### src/rtl/ram_bus_arbiter.sv
// Round-robin arbiter that places Ibex instruction-fetch and LSU requests onto one RAM port.
// Responses come back one cycle after the grant. Out-of-range accesses are answered with a bus error.
module ram_bus_arbiter #(
    parameter int unsigned  Depth    = 128,
    parameter logic [31:0]  BaseAddr = 32'h0010_0000,
    localparam int unsigned Aw       = $clog2(Depth)
) (
    input  logic          clk_i,
    input  logic          rst_ni,

    input  logic          instr_req_i,
    input  logic [31:0]   instr_addr_i,
    output logic          instr_gnt_o,
    output logic          instr_rvalid_o,
    output logic [31:0]   instr_rdata_o,
    output logic          instr_err_o,

    input  logic          data_req_i,
    input  logic          data_we_i,
    input  logic [3:0]    data_be_i,
    input  logic [31:0]   data_addr_i,
    input  logic [31:0]   data_wdata_i,
    output logic          data_gnt_o,
    output logic          data_rvalid_o,
    output logic [31:0]   data_rdata_o,
    output logic          data_err_o,

    output logic          ram_req_o,
    output logic          ram_write_o,
    output logic [Aw-1:0] ram_addr_o,
    output logic [31:0]   ram_wdata_o,
    output logic [31:0]   ram_wmask_o,
    input  logic [31:0]   ram_rdata_i
);

    localparam logic [31:0] WinBytes = 32'(Depth * 4);

    typedef enum logic {SRC_INSTR, SRC_DATA} src_e;

    src_e        last_q;
    logic [31:0] sel_addr;
    logic [31:0] offset;
    logic        in_range;
    logic [31:0] be_mask;

    always_comb begin
        // On a conflict, the master that was not granted most recently wins.
        instr_gnt_o = instr_req_i & (~data_req_i | (last_q == SRC_DATA));
        data_gnt_o  = data_req_i & ~instr_gnt_o;

        sel_addr = instr_gnt_o ? instr_addr_i : data_addr_i;
        offset   = sel_addr - BaseAddr;
        in_range = offset < WinBytes;

        be_mask = '0;
        for (int unsigned i = 0; i < 4; i++) begin
            be_mask[8*i +: 8] = {8{data_be_i[i]}};
        end

        ram_req_o   = (instr_gnt_o | data_gnt_o) & in_range;
        ram_write_o = ram_req_o & data_gnt_o & data_we_i;
        ram_addr_o  = offset[Aw+1:2];
        ram_wdata_o = data_wdata_i;
        ram_wmask_o = ram_write_o ? be_mask : '0;
    end

    always_ff @(posedge clk_i or negedge rst_ni) begin
        if (!rst_ni) begin
            last_q         <= SRC_DATA;
            instr_rvalid_o <= 1'b0;
            instr_err_o    <= 1'b0;
            instr_rdata_o  <= '0;
            data_rvalid_o  <= 1'b0;
            data_err_o     <= 1'b0;
            data_rdata_o   <= '0;
        end else begin
            instr_rvalid_o <= instr_gnt_o;
            instr_err_o    <= instr_gnt_o & ~in_range;
            data_rvalid_o  <= data_gnt_o;
            data_err_o     <= data_gnt_o & ~in_range;

            // rdata holds between responses; writes and errors return zero.
            if (instr_gnt_o) begin
                instr_rdata_o <= in_range ? ram_rdata_i : '0;
            end
            if (data_gnt_o) begin
                data_rdata_o <= (in_range & ~data_we_i) ? ram_rdata_i : '0;
            end

            if (instr_gnt_o) begin
                last_q <= SRC_INSTR;
            end else if (data_gnt_o) begin
                last_q <= SRC_DATA;
            end
        end
    end

endmodule
### config.mk
export PLATFORM = sky130hd
export DESIGN_NAME = ram_bus_arbiter
export DESIGN_NICKNAME = d
export VERILOG_FILES = /design/src/rtl/ram_bus_arbiter.sv
export SDC_FILE = /design/constraint.sdc
export NUM_CORES = 1
export LEC_CHECK = 0
export CORE_UTILIZATION = 25
export CTS_CLUSTER_SIZE = 16
export DETAILED_ROUTE_END_ITERATION = 7
export PLACE_DENSITY_LB_ADDON = 0.1
export SLEW_MARGIN = 20
export SYNTH_ARGS = -nofsm -noshare
export SYNTH_HDL_FRONTEND = slang
export SYNTH_SLANG_ARGS = --single-unit
### constraint.sdc
create_clock -name clk_i -period 7.3 [get_ports clk_i]
set_input_delay 1.46 -clock clk_i [delete_from_list [all_inputs] [get_ports clk_i]]
set_output_delay 1.46 -clock clk_i [all_outputs]
set_load 0.02 [all_outputs]
==> results of run 1 <==
==> cells in the mapped netlist (all sizes together) <==
cell and number:
dfrtp 68, buf 66, a22o 64, nor3 9, nor4 9, clkbuf 7, mux2 7, nand2 5
inv 4, nand3 4, nor2 4, nand4 2, nor4b 2, dfstp 1, nand2b 1, o211a 1
o21ai 1
==> critical path: cells and delay by family <==
kind / cells / cell delay, ns
AND/OR/NAND/NOR: 5 / 1.82
buffers and inverters: 2 / 1.21
==> final cells by class <==
class	instances	area [um^2]
fillers	1153	6860
well taps	168	210
repair buffers	215	2140
flip-flops and latches	69	1730
inverters	4	15.0
multi-input cells	109	867
clock buffers	10	229
clock inverters	5	61.3
==> cells in the final DEF, fill, tap and decap left out, types with 3 or more instances in the layout <==
| cell type | n |
|---|---|
| nor3_1 | 8 |
| mux2_2 | 7 |
| nor2_1 | 4 |
| clkdlybuf4s50_1 | 210 |
| nor4_1 | 9 |
| nand2_1 | 4 |
| clkbuf_16 | 9 |
| clkinvlp_4 | 3 |
| buf_4 | 4 |
| a22o_1 | 64 |
| nand3_1 | 4 |
| dfrtp_1 | 68 |
| inv_1 | 4 |
==> state kept, by name, summed over array words and instances, names as in the netlist <==
name,cells
data_err_o,1
data_rdata_o,32
instr_rvalid_o,1
instr_rdata_o,32
instr_err_o,1
last_q,1
data_rvalid_o,1
==> per-layer routing <==
| layer | vias up | routed length [um] | GRT usage |
|---|---|---|---|
| met1 | 1278 | 4050 | 0.181 |
| met2 | 137 | 4650 | 0.242 |
| met5 | - | 0 | 0 |
| met3 | 24 | 858 | 0.0473 |
| met4 | 0 | 130 | 0.0502 |
| li1 | 1181 | - | - |
==> path summary, 6_finish.rpt <==
| kind | startpoint | depth (start not counted) | slack (ns) | endpoint |
|---|---|---|---|---|
| max | data_addr_i[20] | 7 | 1.36 | ram_wmask_o[3] |
| min | last_q | 2 | 0.47 | last_q |
| max reg2reg | last_q | 7 | 4.74 | data_rdata_o[31] |
| min reg2reg | last_q | 2 | 0.47 | last_q |
| max in group asynchronous | rst_ni | 2 | 5.37 | data_rdata_o[29] |
| min in group asynchronous | rst_ni | 2 | 1.33 | instr_rdata_o[5] |
==> per-stage QoR <==
stage | setup WS, ns | utilization | cell area, um^2
after floorplan | 2.29 | - | 3130
after global placement | 1.35 | 0.409 | 4960
after detailed placement | 1.26 | 0.409 | 4960
after CTS | 1.25 | 0.433 | 5250
after global routing | 1.09 | 0.433 | 5250
final | 1.36 | 0.433 | 5250
==> cells by family after synthesis <==
family / share of synthesized area
buffers and inverters: 0.172
DFF: 0.552
AOI/OAI and AO/OA: 0.186
and+or+nand+nor: 0.0648
muxes: 0.0252
==> report_power, final <==
group / internal [uW] / leakage (uW) / total, uW / switching, uW
clock network: 264 / 0.000131 / 428 / 164
logic: 65.0 / 0.00111 / 113 / 47.9
registers: 386 / 0.000954 / 387 / 0.944
total: 715 / 0.00219 / 928 / 213
==> flow_metrics.env, run 1 <==
export IMPL_worst_slew_pin_slew_ns=0.891
export IMPL_crit_type="in -> out"
export IMPL_nNetsFinal=545
export IMPL_crit_required_ns=5.84
export IMPL_clock_sinks=69
export IMPL_vias=2620
export IMPL_worst_path_max_delay_cell="clkdlybuf4s50_1"
export IMPL_io_buffer_count=211
export IMPL_synth_area_um2=3130
export IMPL_relSlewSlack=0.406
export IMPL_synth_top_cell_area_share=0.544
export IMPL_yosysWarnings=0
export IMPL_synth_top_cell_by_area="dfrtp_1"
export IMPL_drc=0
export IMPL_setup_viol=0
export IMPL_drive_gt1_frac=0.0728
export IMPL_arrival_ns=4.48
export IMPL_first_global_vias=2686
export IMPL_fin_hold_ws_ns=0.475
export IMPL_max_stage_delay_ns=0.75
export IMPL_hold_viol=0
export IMPL_drt_pass1_iter_count=4
export IMPL_drv_cap=0
export IMPL_slew_viol_final=0
export IMPL_rsz0062_at_grt="false"
export IMPL_wl_per_cell_um=16.7
export IMPL_root_buffer="clkbuf_16"
export IMPL_cts_tree="yes"
export IMPL_wirelength_um=9690
export IMPL_antenna_found_initial=0
export IMPL_holdBufCountCts=0
export IMPL_ant_nets=0
export IMPL_status="completed"
export IMPL_gp_congestion=0.674
export IMPL_syn_nets=392
export IMPL_power_total_uw=928
export IMPL_cts_buffers=9
export IMPL_crit_chain="clkdlybuf4s50_1 > nor4b_1 > nand4_1 > nor3_1 > nor2_1 > nor3_1 > clkdlybuf4s50_1"
export IMPL_pin_count=280
export IMPL_synth_seq_area_share=0.552
export IMPL_grt_overflow_total=0
export IMPL_dieArea_um2=13000
export IMPL_syn2layout_area_growth_pct=67.7
export IMPL_cts_htree_levels=3
export IMPL_ys_ff_latch=69
export IMPL_die_y_um=114
export IMPL_worst_setup_path_start_kind="primary input"
export IMPL_synth_cell_types=20
export IMPL_clk_path_buf_depth=2
export IMPL_syn_inst=255
export IMPL_die_x_um=114
export IMPL_end_kind="output pin"
export IMPL_clock_fmax_ghz=0.168
export IMPL_track_usage=0.147
export IMPL_antenna_diode_count=0
export IMPL_drt_iter0_markers=78
export IMPL_grt_start_max_net_pins=70
export IMPL_cts_resized=0
export IMPL_num_rows=40
export IMPL_start_util=0.258
export IMPL_syn_avg_cell_area_um2=12.3
export IMPL_p_per_area_nw_per_um2=177
export IMPL_coreArea_um2=12100
export IMPL_dpl_hpwl_um=6570
export IMPL_clock_latency_ns=0.33
export IMPL_cts_clk_slew_worst_paths_ns=0.05
export IMPL_grt_first_pass_wirelength_um=14600
export IMPL_irDropWorstVdd_mv=0.0803
export IMPL_period_needed_ns=5.94
export IMPL_final_cells=580
export IMPL_crit_fanout=8
export IMPL_p_leak_uw=0.00219
export IMPL_finalClockSkew_ns=0.0112
export IMPL_fin_crit_sh=0.813
export IMPL_post_cts_setup_buffers=0
export IMPL_min_path_type="reg -> reg"
export IMPL_netlist_top_cells_area="dfrtp_1 (54%), a22o_1 (18%), buf_4 (15%)"
export IMPL_via_per_inst=4.52
export IMPL_dpl_cell_count=565
export IMPL_setup_tns_ns=0
(Power assumes the default switching activity.)
==> run 2: changes to the inputs <==
clock period = 6.18 ns   (was 7.3 ns; I/O delays follow)
==> run 2 against run 1 <==
Die area stayed put. Highest routed layer unchanged. Critical endpoint unchanged. Clock power is 11% higher. Cell area is 0.12% lower. Sequential power is 18% higher. Largest power group unchanged. Worst hold slack better by 0.0045 ns. Routed wire length is 0.65% higher. Clock skew is 0.0057 ns lower.
==> flow_metrics.env, run 2 (synthesis results as in run 1) <==
export IMPL_status="completed"
export IMPL_final_cell_mix="clkdlybuf4s50_1 (210), dfrtp_1 (68), a22o_1 (64), nor4_1 (9), clkbuf_16 (9)"
export IMPL_dpl_cell_count=566
export IMPL_clkPwrFrac=0.447
export IMPL_vias=2596
export IMPL_wirelength_um=9760
export IMPL_setup_tns_ns=0
export IMPL_ant_nets=0
export IMPL_combPwrFrac=0.125
export IMPL_drt_pass1_iter_count=4
export IMPL_biggestRegsByFlops="data_rdata_o (32), instr_rdata_o (32)"
export IMPL_max_stage_delay_ns=0.75
export IMPL_grt_start_max_net_pins=70
export IMPL_arrival_ns=4.26
export IMPL_end_kind="output pin"
export IMPL_internal_power_uw=822
export IMPL_num_rows=40
export IMPL_grt_overflow_total=0
export IMPL_clock_latency_ns=0.33
export IMPL_p_per_area_nw_per_um2=204
export IMPL_die_x_um=114
export IMPL_clock_fmax_ghz=0.182
export IMPL_irDropWorstVdd_mv=0.0918
export IMPL_swShare=0.229
export IMPL_cts_clk_slew_worst_paths_ns=0.05
export IMPL_grt_first_pass_wirelength_um=14600
export IMPL_via_per_inst=4.47
export IMPL_mostFrequentLayoutCell="clkdlybuf4s50_1"
export IMPL_syn2layout_area_growth_pct=67.5
export IMPL_slew_viol_final=0
export IMPL_switchingPower_uw=245
export IMPL_track_usage=0.148
export IMPL_cp_top_family="buffers and inverters"
export IMPL_start_util=0.258
export IMPL_final_cells=581
export IMPL_cts_tree="yes"
export IMPL_io_buffer_count=211
export IMPL_dieArea_um2=13000
export IMPL_gp_congestion=0.666
export IMPL_fillers=1151
export IMPL_holdBufCountCts=0
export IMPL_worst_setup_path_start_kind="primary input"
export IMPL_finalClockSkew_ns=0.00545
export IMPL_dpl_hpwl_um=6650
export IMPL_power_total_uw=1070
export IMPL_cts_resized=0
export IMPL_nNetsFinal=546
export IMPL_drive_gt1_frac=0.0775
export IMPL_crit_type="in -> out"
export IMPL_wl_per_cell_um=16.8
export IMPL_drc=0
export IMPL_fin_crit_sh=0.889
export IMPL_fin_util=0.433
export IMPL_clk_path_buf_depth=2
export IMPL_p_leak_uw=0.00221
export IMPL_seqPwrFrac=0.428
export IMPL_antenna_diode_count=0
export IMPL_die_y_um=114
export IMPL_hold_viol=0
export IMPL_relSlewSlack=0.406
export IMPL_rsz0062_at_grt="false"
export IMPL_worst_path_max_delay_cell="clkdlybuf4s50_1"
export IMPL_root_buffer="clkbuf_16"
export IMPL_first_global_vias=2593
export IMPL_crit_chain="clkdlybuf4s50_1 > nand2b_1 > nand2_2 > inv_1 > nor3_1 > buf_4 > nor2_1 > nor3_1 > clkdlybuf4s50_1"
export IMPL_period_needed_ns=5.49
export IMPL_crit_required_ns=4.94
export IMPL_setup_viol=0
export IMPL_cts_htree_levels=3
export IMPL_antenna_found_initial=0
export IMPL_worst_slew_pin_slew_ns=0.890
export IMPL_worst_slack_ns=0.687
export IMPL_clock_sinks=69
export IMPL_min_path_type="reg -> reg"
export IMPL_pin_count=280
export IMPL_place_ws_ns=0.567
export IMPL_crit_fanout=19
export IMPL_crit_buf_inv=4
export IMPL_post_cts_setup_buffers=0
export IMPL_coreArea_um2=12100
export IMPL_drv_cap=0
export IMPL_drt_iter0_markers=102
export IMPL_cts_buffers=9
==> run 2: cell types whose count changed in the layout (fill, tap and decap cells not counted) <==
cell	before	now
bufinv_16	1	0
buf_4	4	5
clkinvlp_4	3	0
inv_6	1	0
clkbuf_1	1	0
clkinv_4	0	1
clkinv_2	0	3
clkbuf_8	0	2
==> run 2: routing by layer <==
metal / up-vias / GRT usage / part of all wire
li1: 1184 / - / -
met1: 1255 / 0.181 / 0.42
met2: 130 / 0.240 / 0.48
met3: 27 / 0.0420 / 0.087
met4: 0 / 0.0710 / 0.017
met5: - / 0 / 0
==> run 2: path summary, 6_finish.rpt <==
| path | from | end | slack, ns | cells after the start |
|---|---|---|---|---|
| max in group asynchronous | rst_ni | instr_rdata_o[28] | 4.48 | 2 |
| min reg2reg | last_q | last_q | 0.48 | 2 |
| max | data_req_i | ram_wmask_o[3] | 0.69 | 9 |
| min in group asynchronous | rst_ni | instr_rdata_o[3] | 1.12 | 2 |
| max reg2reg | last_q | data_rdata_o[15] | 3.73 | 6 |
| min | last_q | last_q | 0.48 | 2 |
==> run 2: per-stage QoR <==
stage | hold WS, ns | area, um^2
after global placement | 0.472 | 4960
final | 0.479 | 5240
after global routing | 0.513 | 5240
after floorplan | 0.453 | 3130
after detailed placement | 0.478 | 4960
after CTS | 0.487 | 5240
==> run 2: area by class of cell <==
type	count	area, um^2	share of cell area
repair buffers	216	2140	0.409
flip-flops and latches	69	1730	0.330
multi-input cells	109	867	0.165
clock buffers	11	253	0.0482
well taps	168	210	0.0401
clock inverters	4	23.8	0.00454
inverters	4	15.0	0.00286
==> run 2: power groups by stage <==
stage / Clock, uW / Combinational, uW / Sequential [uW]
floorplan: 0 / 61.3 / 468
detailed placement: 0 / 135 / 465
CTS: 492 / 136 / 457
global route: 515 / 144 / 457
finish: 477 / 133 / 457
global placement: 0 / 134 / 465
==> run 2: worst reg2reg max path: stages (launching register included) <==
cell and delay (ns):
dfstp_2 0.53, nand2b_1 0.13, nand2_2 0.28, nor3_4 0.26, buf_4 0.42, o211a_4 0.55
a22o_1 0.22
